`config.mk`:
```
export PLATFORM = sky130hd
export DESIGN_NAME = score_display
export DESIGN_NICKNAME = d
export VERILOG_FILES = /design/src/rtl/score_display_pkg.sv /design/src/rtl/score_display_bcd_to_seven_seg.sv /design/src/rtl/score_display.sv
export SDC_FILE = /design/constraint.sdc
export NUM_CORES = 1
export LEC_CHECK = 0
export CAP_MARGIN = 10
export CORE_MARGIN = 2
export CORE_UTILIZATION = 45
export DETAILED_ROUTE_END_ITERATION = 10
export GPL_TIMING_DRIVEN = 1
export MAX_ROUTING_LAYER = met4
export PLACE_DENSITY = 0.67
export SYNTH_ARGS = -nofsm -noshare
export SYNTH_HDL_FRONTEND = slang
export SYNTH_HIERARCHICAL = 1
export SYNTH_SLANG_ARGS = --single-unit
```
`constraint.sdc`:
```
create_clock -name clk -period 6.88 [get_ports clk]
set_input_delay 0.688 -clock clk [delete_from_list [all_inputs] [get_ports clk]]
set_output_delay 0.688 -clock clk [all_outputs]
set_load 0.05 [all_outputs]
```
`src/rtl/score_display_pkg.sv`:
```
// Shared constants for the score display: digit count and active-low
// seven-segment patterns ordered {g,f,e,d,c,b,a}.
package score_display_pkg;

  localparam int unsigned NUM_DIGITS = 5;
  localparam int unsigned NIBBLE_W   = 4;
  localparam int unsigned SEG_W      = 7;
  localparam int unsigned SCORE_W    = NUM_DIGITS * NIBBLE_W;

  localparam logic [SEG_W-1:0] SEG_0     = 7'h40;
  localparam logic [SEG_W-1:0] SEG_1     = 7'h79;
  localparam logic [SEG_W-1:0] SEG_2     = 7'h24;
  localparam logic [SEG_W-1:0] SEG_3     = 7'h30;
  localparam logic [SEG_W-1:0] SEG_4     = 7'h19;
  localparam logic [SEG_W-1:0] SEG_5     = 7'h12;
  localparam logic [SEG_W-1:0] SEG_6     = 7'h02;
  localparam logic [SEG_W-1:0] SEG_7     = 7'h78;
  localparam logic [SEG_W-1:0] SEG_8     = 7'h00;
  localparam logic [SEG_W-1:0] SEG_9     = 7'h10;
  localparam logic [SEG_W-1:0] SEG_E     = 7'h06;
  localparam logic [SEG_W-1:0] SEG_BLANK = 7'h7F;

  localparam logic [NUM_DIGITS-1:0] AN_OFF = 5'h1F;

endpackage

```
`src/rtl/score_display_bcd_to_seven_seg.sv`:
```
// Combinational BCD nibble to active-low seven-segment decoder.
// Illegal nibbles A..F render as "E" rather than blank so bad data is visible.
module bcd_to_seven_seg
  import score_display_pkg::*;
(
  input  logic [NIBBLE_W-1:0] nibble,
  output logic [SEG_W-1:0]    seg_n
);

  // Nibble to segment lookup
  always_comb begin
    seg_n = SEG_E;
    case (nibble)
      4'd0:    seg_n = SEG_0;
      4'd1:    seg_n = SEG_1;
      4'd2:    seg_n = SEG_2;
      4'd3:    seg_n = SEG_3;
      4'd4:    seg_n = SEG_4;
      4'd5:    seg_n = SEG_5;
      4'd6:    seg_n = SEG_6;
      4'd7:    seg_n = SEG_7;
      4'd8:    seg_n = SEG_8;
      4'd9:    seg_n = SEG_9;
      default: seg_n = SEG_E;
    endcase
  end

endmodule

```
`src/rtl/score_display.sv`:
```
// Five-digit multiplexed seven-segment score display.
// A prescaler paces digit slots; the score is snapshotted once per frame
// (on the last slot) so a frame never shows a mix of old and new digits.
// Optional macro SCORE_DISPLAY_BLANK_EN blanks leading zero digits (digit 0
// is always shown).
module score_display
  import score_display_pkg::*;
#(
  parameter int unsigned REFRESH_DIV = 50000
) (
  input  logic                  clk,
  input  logic                  rst,
  input  logic [SCORE_W-1:0]    bcd_score,
  output logic [SEG_W-1:0]      seg_n,
  output logic [NUM_DIGITS-1:0] an_n,
  output logic                  frame_tick
);

  localparam int unsigned CNT_W = 20;
  localparam int unsigned IDX_W = 3;
  localparam logic [CNT_W-1:0] CNT_LAST = CNT_W'(REFRESH_DIV - 1);
  localparam logic [IDX_W-1:0] IDX_LAST = IDX_W'(NUM_DIGITS - 1);

  logic [CNT_W-1:0]      prescaler;
  logic [IDX_W-1:0]      idx;
  logic [SCORE_W-1:0]    snapshot;

  logic                  tick_c;
  logic [NIBBLE_W-1:0]   nibble_c;
  logic [SEG_W-1:0]      seg_c;
  logic [NUM_DIGITS-1:0] an_c;
  logic                  blank_c;

  assign tick_c = (prescaler == CNT_LAST);
  assign an_c   = ~(NUM_DIGITS'(1) << idx);

  // Select the snapshot nibble for the current slot
  always_comb begin
    nibble_c = snapshot[3:0];
    case (idx)
      3'd1:    nibble_c = snapshot[7:4];
      3'd2:    nibble_c = snapshot[11:8];
      3'd3:    nibble_c = snapshot[15:12];
      3'd4:    nibble_c = snapshot[19:16];
      default: nibble_c = snapshot[3:0];
    endcase
  end

  // Leading-zero suppression: slot i blanks when digits i..4 are all zero
  always_comb begin
    blank_c = 1'b0;
`ifdef SCORE_DISPLAY_BLANK_EN
    case (idx)
      3'd1:    blank_c = (snapshot[19:4]  == 16'h0);
      3'd2:    blank_c = (snapshot[19:8]  == 12'h0);
      3'd3:    blank_c = (snapshot[19:12] == 8'h0);
      3'd4:    blank_c = (snapshot[19:16] == 4'h0);
      default: blank_c = 1'b0;
    endcase
`else
    blank_c = 1'b0;
`endif
  end

  bcd_to_seven_seg u_dec (
    .nibble (nibble_c),
    .seg_n  (seg_c)
  );

  // Prescaler, slot index, frame snapshot and registered outputs
  always_ff @(posedge clk) begin
    if (rst) begin
      prescaler  <= '0;
      idx        <= '0;
      snapshot   <= '0;
      seg_n      <= SEG_BLANK;
      an_n       <= AN_OFF;
      frame_tick <= 1'b0;
    end else begin
      frame_tick <= 1'b0;
      if (tick_c) begin
        prescaler <= '0;
        if (idx == IDX_LAST) begin
          idx        <= '0;
          snapshot   <= bcd_score;
          frame_tick <= 1'b1;
        end else begin
          idx <= idx + IDX_W'(1);
        end
      end else begin
        prescaler <= prescaler + CNT_W'(1);
      end
      seg_n <= blank_c ? SEG_BLANK : seg_c;
      an_n  <= blank_c ? AN_OFF : an_c;
    end
  end

endmodule

```
=== Yosys cells after proc, flatten, opt, wreduce, memory -nomap -nowiden ===
Memories as Yosys holds them, arrays and structs flattened. A register that Yosys moved wholly into a read port is not among the register bits.
Index checks and enable logic that the tools add are counted.

* Eq/ne operators: 5
* Reduce and logical (&&, ||, !) cells: 3
* $add $sub $neg: 2
* Mux-type cells: 3
* Bitwise logic cells: 2
* Shifts and indexed selects: 1

{| class="wikitable"
|+ Operators with widths
! cell !! number
|-
| 20-bit by 1-bit adder with 20-bit output (second input constant) || 1
|-
| 20-bit by 16-bit equality test with 1-bit output (second input constant) || 1
|-
| 4-bit case mux with 4 select lines || 1
|-
| 3-bit by 2-bit equality test with 1-bit output (second input constant) || 2
|-
| 5-bit NOT || 1
|-
| 1-bit by 3-bit << shifter with 5-bit output (first input constant) || 1
|-
| 2-bit OR reduction || 2
|-
| 3-bit by 1-bit adder with 3-bit output (second input constant) || 1
|-
| 3-bit by 1-bit equality test with 1-bit output (second input constant) || 1
|-
| 3-bit equality test (second input constant) || 1
|-
| 3-bit 2-to-1 mux || 1
|-
| 2-bit AND reduction || 1
|-
| 1-bit 2-to-1 mux || 1
|-
| 1-bit NOT || 1
|}

* Memories: 1
* Output and inout port bits: 13
* Register bits: 49
* Word-level logic and storage cells: 22
* Memory bits (read-only): 112
* Bits of input ports: 22

{| class="wikitable"
|+ Memory list
! name !! depth !! width !! read ports !! clocked after Yosys merged registers in !! write ports !! RTL line !! source
|-
| (name not given) || 16 || 7 || 1 || 1 || 0 || score_display_bcd_to_seven_seg.sv:13 || <nowiki>case (nibble)</nowiki>
|}

=== Longest topological paths before layout ===
Gate-level depths: netlist of the first run.

* Word-level depth: 3
* Gate-level depth with buffers: 12
* Gate-level depth less buffers: 11

=== Hierarchy ===
The synthesis of the first run kept the hierarchy.

{| class="wikitable"
|+ By module, submodules not included
! module !! sequential area each (sq um) !! cells each !! times used !! area each (sq um)
|-
| score_display || 1121.1 || 281 || 1 || 2456.1
|-
| bcd_to_seven_seg || 0.0 || 27 || 1 || 191.4
|}

=== Worst setup path after synthesis of the first run ===
No wires, ideal clock.

* Path type: flip-flop to flip-flop
* Start point: register idx[0]
* End point: register seg_n[2]
* Buffers on the path: 1
* Period minus slack after synthesis: 2.462 ns
* Setup time: 0.123 ns
* Cell stages (with the launch flop): 13
* Arrival: 2.338 ns
* Data required time: 6.757 ns
* Setup slack: 4.418 ns
* Cell sequence: dfxtp_1 inv_1 ha_1 and2_1 clkbuf_1 o21bai_1 nor2_1 a21oi_1 inv_1 ha_1 nor3b_1 a21o_1 or2_2

* Longest elaborated chain between the ends: 2
* Elaborated cells between the ends (all ways): 5
* Classes of those cells: 4 x eq/ne; 1 x mux

{| class="wikitable"
|+ RTL lines
! element !! RTL line !! source
|-
| from (decl) || score_display.sv:25 || <nowiki>logic [IDX_W-1:0] idx;</nowiki>
|-
| from (signal assigned) || score_display.sv:88 || <nowiki>idx <= idx + IDX_W'(1);</nowiki>
|-
| 3-bit equality test, or another cell as far along || score_display.sv:40 || <nowiki>case (idx)</nowiki>
|-
| 4-bit case mux with 4 select lines * || score_display.sv:40 ||
|-
| via nibble_c[0] || score_display.sv:29 || <nowiki>logic [NIBBLE_W-1:0] nibble_c;</nowiki>
|-
| to (decl) || score_display.sv:14 || <nowiki>output logic [SEG_W-1:0] seg_n,</nowiki>
|}

Mark *: on every way through the listed nets, which the timed path passes. The rest lies on a longest branch.
A chain may end at the register's enable or synchronous reset.

=== Final worst setup path of the first run ===
* Start point: register idx[0]
* End point: register seg_n[4]

Same word-level chain as after synthesis.

==> results.cfg, run 1 <==
[logic_synthesis]
ys_seq_area_share_pct = 42.3
synthSimpleGateAreaFrac_pct = 26.0
main_combinational_cell_family_by_area_after_synthesis = simple AND/OR/NAND/NOR gates
synth-edff-count = 0
ys_seq_elements = 56
syn_avg_cell_area_sq_um = 8.60
synth_compound_area_share_pct = 14.7
net_count_of_the_mapped_netlist = 341
yosys_warnings = 6
asr_flop_ratio_synth_pct = 0
syn-cell-area_sq_um = 2650
synthAdderAreaFrac_pct = 5.20
synth.mux.area_fraction_pct = 0.756
post_synth_xor_area_fraction_pct = 4.63
synth_cell_types = 40
dominantRegCellSynth = dfxtp_1
postSynthCellCount = 308

[floorplan]
die_area_sq_um = 6510
placement_rows = 27
floorplan.die.width_microns = 80.7
core_sq_um = 5610
initial_core_util_pct = 47.2
ioPinCount = 35
dieHeight_microns = 80.7

[routing]
detail_route.first_pass.iterations = 4
drt_iter0_drc = 173
routed-via-count = 2181
wl_per_cell_microns = 13.7
totalWireLength_mm = 5.52
drt_drc_violations_left = 0
drtAntennaViolNets = 0
viasPerCell = 5.41

[layout]
final_common_cell = dfxtp_1
final_nets = 363
areaGrowthSynthToFinish_pct = 16.7
final_cell_count_no_fill = 403
final_cell_mix = 56 x dfxtp_1, 35 x a21oi_1, 34 x clkdlybuf4s50_1
final_layout_size_suffix_gt1_share_pct = 7.25
diodes = 0

[job]
drv_cap = 0

[setup_path]
crit_path_end_kind = flip-flop
worst_setup_path_endpoint = seg_n[4]
critical_path_peak_fanout = 25
r2r_slack_ps = 3640
worst_ep_arrival_ps = 3450
r2r-end = seg_n[4]
worst-endpoint-required_ps = 7080
startpoint_type = flip-flop
crit_startpoint = idx[0]
rr_startpoint = idx[0]
reg2reg_depth = 9
criticalPathCategory = flip-flop to flip-flop

[clock_network]
post-cts-setup-buffer-count = 0
root_buffer_selected_by_cts = clkbuf_8
cts_tree = done
clock_tree.htree_level_count = 2
ctsResizeCount = 0
cts_hold_buffers = 0
clockBufferDepth = 2
clkLatencyLatePin_ps = 300
cts_sinks = 56
worst_setup_hold_path_clk_slew_ps = 100
cts_inserted_buffers = 5

[grt]
pin_count_of_the_biggest_net_entering_global_routing = 39
antenna_found_initial = 0
grt_overflow_total = 0
grt_pass1_vias = 1895
grt_usage_pct = 18.0
grt_pass1_wl_mm = 8.97

[sta]
fmax_mhz = 308
finalWorstPathRequiredPeriod_ps = 3240
tightestPinTransition_ps = 894
max_slew_margin_pct = 40.4
grt_setup_unrepaired = no
fin_setup_tns_ps = 0
setup_violations = 0
report.final.slew_viol_count = 0
timing.final.crit_share_pct = 47.1
worst_slack_ps = 3640
fin_skew_ps = 9.68
timing_hold_violations_final = 0

[power_and_ir_drop]
powerDensity_nw_per_um2 = 192
leakage_dissipation_uw = 0.00102
vdd.ir_drop.worst_v = 0.000105

[min_path]
whs_path_depth = 1
worstHoldPathType = flip-flop to flip-flop

[placement]
i_o_buffers = 34
numPlacedInstances = 395
pre_cts_ws_ps = 3690
place_congestion = 0.806
dp.final_hpwl_mm = 3.79

[status]
outcome = complete, no violations
==> sequential cells by signal, summed over array words and instances, names as in the netlist <==
signal and count:
prescaler 20, snapshot 20, seg_n 7, an_n 5
idx 3, frame_tick 1
==> power by group <==
group / switching (uW) / total (uW) / internal [uW]
clock: 102 / 230 / 129
combinational: 17.0 / 34.3 / 17.3
sequential: 2.10 / 330 / 328
==> kinds of logic (layout without fill, tap and decap cells) <==
kind of cell	count (synthesis)	in the layout
AO/OA/AOI/OAI	72	72
adder cells (fa/ha/maj)	11	11
multiplexers	2	2
buffers and inverters	31	54
flip-flops	56	56
XOR/XNOR	14	14
AND/OR/NAND/NOR	122	122
==> layout make-up <==
| cell class | instances | area (sq um) |
|---|---|---|
| clock buffers | 7 | 96.3 |
| clock inverters | 1 | 30.0 |
| fillers | 559 | 2520 |
| inverters | 10 | 37.5 |
| multi-input cells | 221 | 1360 |
| flip-flops and latches | 56 | 1120 |
| well taps | 72 | 90.1 |
| repair buffers | 36 | 355 |
==> cell usage after synthesis, types with 3 or more instances <==
| master | number | area, sq um |
|---|---|---|
| ha_1 | 11 | 138 |
| buf_6 | 6 | 67.6 |
| inv_1 | 10 | 37.5 |
| nand3_1 | 14 | 70.1 |
| nor4_1 | 6 | 37.5 |
| and2_1 | 3 | 18.8 |
| or2_2 | 7 | 43.8 |
| o21ai_1 | 20 | 100 |
| nor3_1 | 8 | 40.0 |
| nand2b_1 | 3 | 18.8 |
| o21ai_0 | 5 | 25.0 |
| nand2_1 | 11 | 41.3 |
| o31ai_1 | 4 | 30.0 |
| xnor2_1 | 12 | 105 |
| a21oi_1 | 35 | 175 |
| dfxtp_1 | 56 | 1120 |
| nor2_1 | 31 | 116 |
| nand4_1 | 23 | 144 |
| and3_1 | 4 | 25.0 |
| a22oi_1 | 4 | 30.0 |
| clkbuf_1 | 12 | 45.0 |
==> how the worst min path moves through the flow <==
stage	startpoint	endpoint	slack, ps
finish	prescaler[0]	prescaler[0]	480
floorplan	prescaler[0]	prescaler[0]	430
CTS	snapshot[10]	snapshot[10]	480
detailed placement	prescaler[0]	prescaler[0]	460
global route	snapshot[14]	snapshot[14]	510
global placement	prescaler[0]	prescaler[0]	450
==> worst max-delay path, stage by stage, from the launching register on <==
cell	delay [ps]
dfxtp_1	350
inv_1	110
ha_1	260
and2_1	740
o21bai_1	370
nor2_1	80
a21oi_1	590
mux2i_1	260
o22ai_1	80
or2_2	290
==> metrics by stage <==
step / cell area [sq um] / hold slack [ps] / total power (uW) / util (%)
2_1_floorplan: 2650 / 430 / 354 / -
3_3_place_gp: 2960 / 453 / 372 / 52.8
3_5_place_dp: 2960 / 461 / 372 / 52.8
4_1_cts: 3090 / 484 / 600 / 55.1
5_1_grt: 3090 / 511 / 615 / 55.1
6_report: 3090 / 480 / 594 / 55.1
==> metal layers <==
layer	routed length [microns]	track usage [%]	vias up
met3	227	3.37	5
met5	0	-	-
met1	2910	25.9	997
met4	46	4.58	0
li1	-	-	1131
met2	2330	26.1	48
Note: power is estimated with default switching activity, not from simulation.
==> run 2: changes to the inputs <==
--- a/config.mk
+++ b/config.mk
@@ -11,7 +11,7 @@
 export DETAILED_ROUTE_END_ITERATION = 10
 export GPL_TIMING_DRIVEN = 1
 export MAX_ROUTING_LAYER = met4
-export PLACE_DENSITY = 0.67
+export PLACE_DENSITY = 0.7
 export SYNTH_ARGS = -nofsm -noshare
 export SYNTH_HDL_FRONTEND = slang
 export SYNTH_HIERARCHICAL = 1
==> constraint.sdc (replaced) <==
create_clock -name clk -period 2.9 [get_ports clk]
set_input_delay 0.29 -clock clk [delete_from_list [all_inputs] [get_ports clk]]
set_output_delay 0.29 -clock clk [all_outputs]
set_load 0.05 [all_outputs]
==> run 2 against run 1 <==
Clock power up 92%; register-to-register slack worse by 3300 ps; combinational power up 140%; clock-buffer cell count down 1; largest cell class unchanged; worst setup slack worse by 3300 ps; die area unchanged; power up 120%; critical endpoint is now seg_n[2]; via count up 2.0%.
==> results.cfg, run 2 (synthesized netlist as in run 1, its figures left out) <==
[layout]
final_layout_size_suffix_gt1_share_pct = 8.66
final_common_cell = dfxtp_1
final_nets = 367
areaGrowthSynthToFinish_pct = 16.7
register_area_sq_um = 1120
final_cell_mix = 56 x dfxtp_1, 35 x a21oi_1, 34 x clkdlybuf4s50_1
biggest_regs = prescaler (20), snapshot (20), seg_n (7)
stdcell_area_sq_um = 3090
fill_count = 552
diodes = 0
multi_input_gate_area_in_the_final_layout_sq_um = 1360

[routing]
drt_drc_violations_left = 0
drtAntennaViolNets = 0
routed-via-count = 2224
totalWireLength_mm = 5.67
detail_route.first_pass.iterations = 4
drt_iter0_drc = 138
wl_per_cell_microns = 13.9
viasPerCell = 5.46

[setup_path]
cpPeakStageDelay_ps = 390
worst-endpoint-required_ps = 3100
crit_chain = inv_1 > ha_1 > and2_1 > o21bai_2 > a21oi_1 > inv_1 > ha_1 > nor3b_1 > a21o_1 > or2_2
startpoint_type = flip-flop
worst_ep_arrival_ps = 2760
rr_startpoint = idx[0]
worst_path_max_delay_cell = dfxtp_1
criticalPathCategory = flip-flop to flip-flop
path_buf_inv = 2
critical_path_peak_fanout = 8
crit_path_end_kind = flip-flop
crit_startpoint = idx[0]
cp_top_family = compound AO/OA/AOI/OAI gates

[placement]
i_o_buffers = 34
dp.final_hpwl_mm = 4.02
pre_cts_ws_ps = 250
dpl-instance-area_sq_um = 2990
place_congestion = 0.830

[grt]
grt.met1_usage_pct = 28.5
grt_pass1_vias = 1986
grt_pass1_wl_mm = 9.52
antenna_found_initial = 0
globalRoute.busiestLayer = met1
grt_overflow_total = 0
grt_util_met3_pct = 3.37
grt_usage_pct = 19.3
globalRouteMet2Util_pct = 26.8
pin_count_of_the_biggest_net_entering_global_routing = 25

[clock_network]
root_buffer_selected_by_cts = clkbuf_8
cts_tree = done
clock_tree.htree_level_count = 2
clockBufferDepth = 2
post-cts-setup-buffer-count = 0
clkLatencyLatePin_ps = 310
worst_setup_hold_path_clk_slew_ps = 90
cts_sinks = 56
cts_inserted_buffers = 5
ctsResizeCount = 0
cts_hold_buffers = 0

[floorplan]
floorplan.die.width_microns = 80.7
core_sq_um = 5610
placement_rows = 27
ioPinCount = 35
dieHeight_microns = 80.7
initial_core_util_pct = 47.2
die_area_sq_um = 6510

[sta]
finalWorstPathRequiredPeriod_ps = 2560
grt_setup_unrepaired = no
worst_slack_ps = 338
max_slew_margin_pct = 44.5
fmax_mhz = 390
fin_setup_tns_ps = 0
fin_skew_ps = 4.61
setup_violations = 0
tightestPinTransition_ps = 830
report.final.slew_viol_count = 0
timing.final.crit_share_pct = 88.3
timing_hold_violations_final = 0
worst_slack_on_hold_paths_ps = 475

[job]
drv_cap = 0

[power_and_ir_drop]
powerDensity_nw_per_um2 = 423
vdd.ir_drop.worst_v = 0.000236
leakage_dissipation_uw = 0.00103

[min_path]
worstHoldPathType = flip-flop to flip-flop
hp-start = prescaler[0]

[status]
outcome = complete, no violations
[run 2: layout make-up]
cell class              count  share of cell area, %
clock buffers               6                   2.67
inverters                  10                   1.22
repair buffers             40                   12.5
well taps                  72                   2.92
multi-input cells         221                   44.1
flip-flops and latches     56                   36.3
clock inverters             2                  0.324
[run 2: where the power goes]
group | internal (uW) | total, uW | switching [uW] | leakage (uW)
combinational | 42.0 | 83.0 | 41.0 | 0.000526
clock | 191 | 442 | 251 | 0.0000510
sequential | 777 | 782 | 4.74 | 0.000454
[run 2: worst paths after layout]
check / end / slack (ps) / depth (start not counted)
max: seg_n[2] / 340 / 10
min: prescaler[0] / 480 / 1
max reg2reg: seg_n[2] / 340 / 10
min reg2reg: prescaler[0] / 480 / 1
[run 2: worst reg2reg max path: cells and delay by family (launching register included)]
kind,cells,cell delay [ps]
DFF,1,390
adders and majority gates,2,500
buffers and inverters,2,240
and+or+nand+nor,3,590
AOI/OAI and AO/OA,3,730
[run 2: metal layers]
layer  vias up  share of wire [%]
met4         0                1.2
li1       1146                  -
met1      1022                 53
met2        49                 41
met5         -                  0
met3         7                4.0
[run 2: through the flow]
| step | instances | total power [uW] | utilization (%) |
|---|---|---|---|
| finish | 407 | 1310 | 55.1 |
| global route | 407 | 1360 | 55.1 |
| CTS | 407 | 1320 | 55.0 |
| detailed placement | 399 | 883 | 53.4 |
| global placement | 399 | 883 | 53.4 |
| floorplan | 308 | 839 | - |
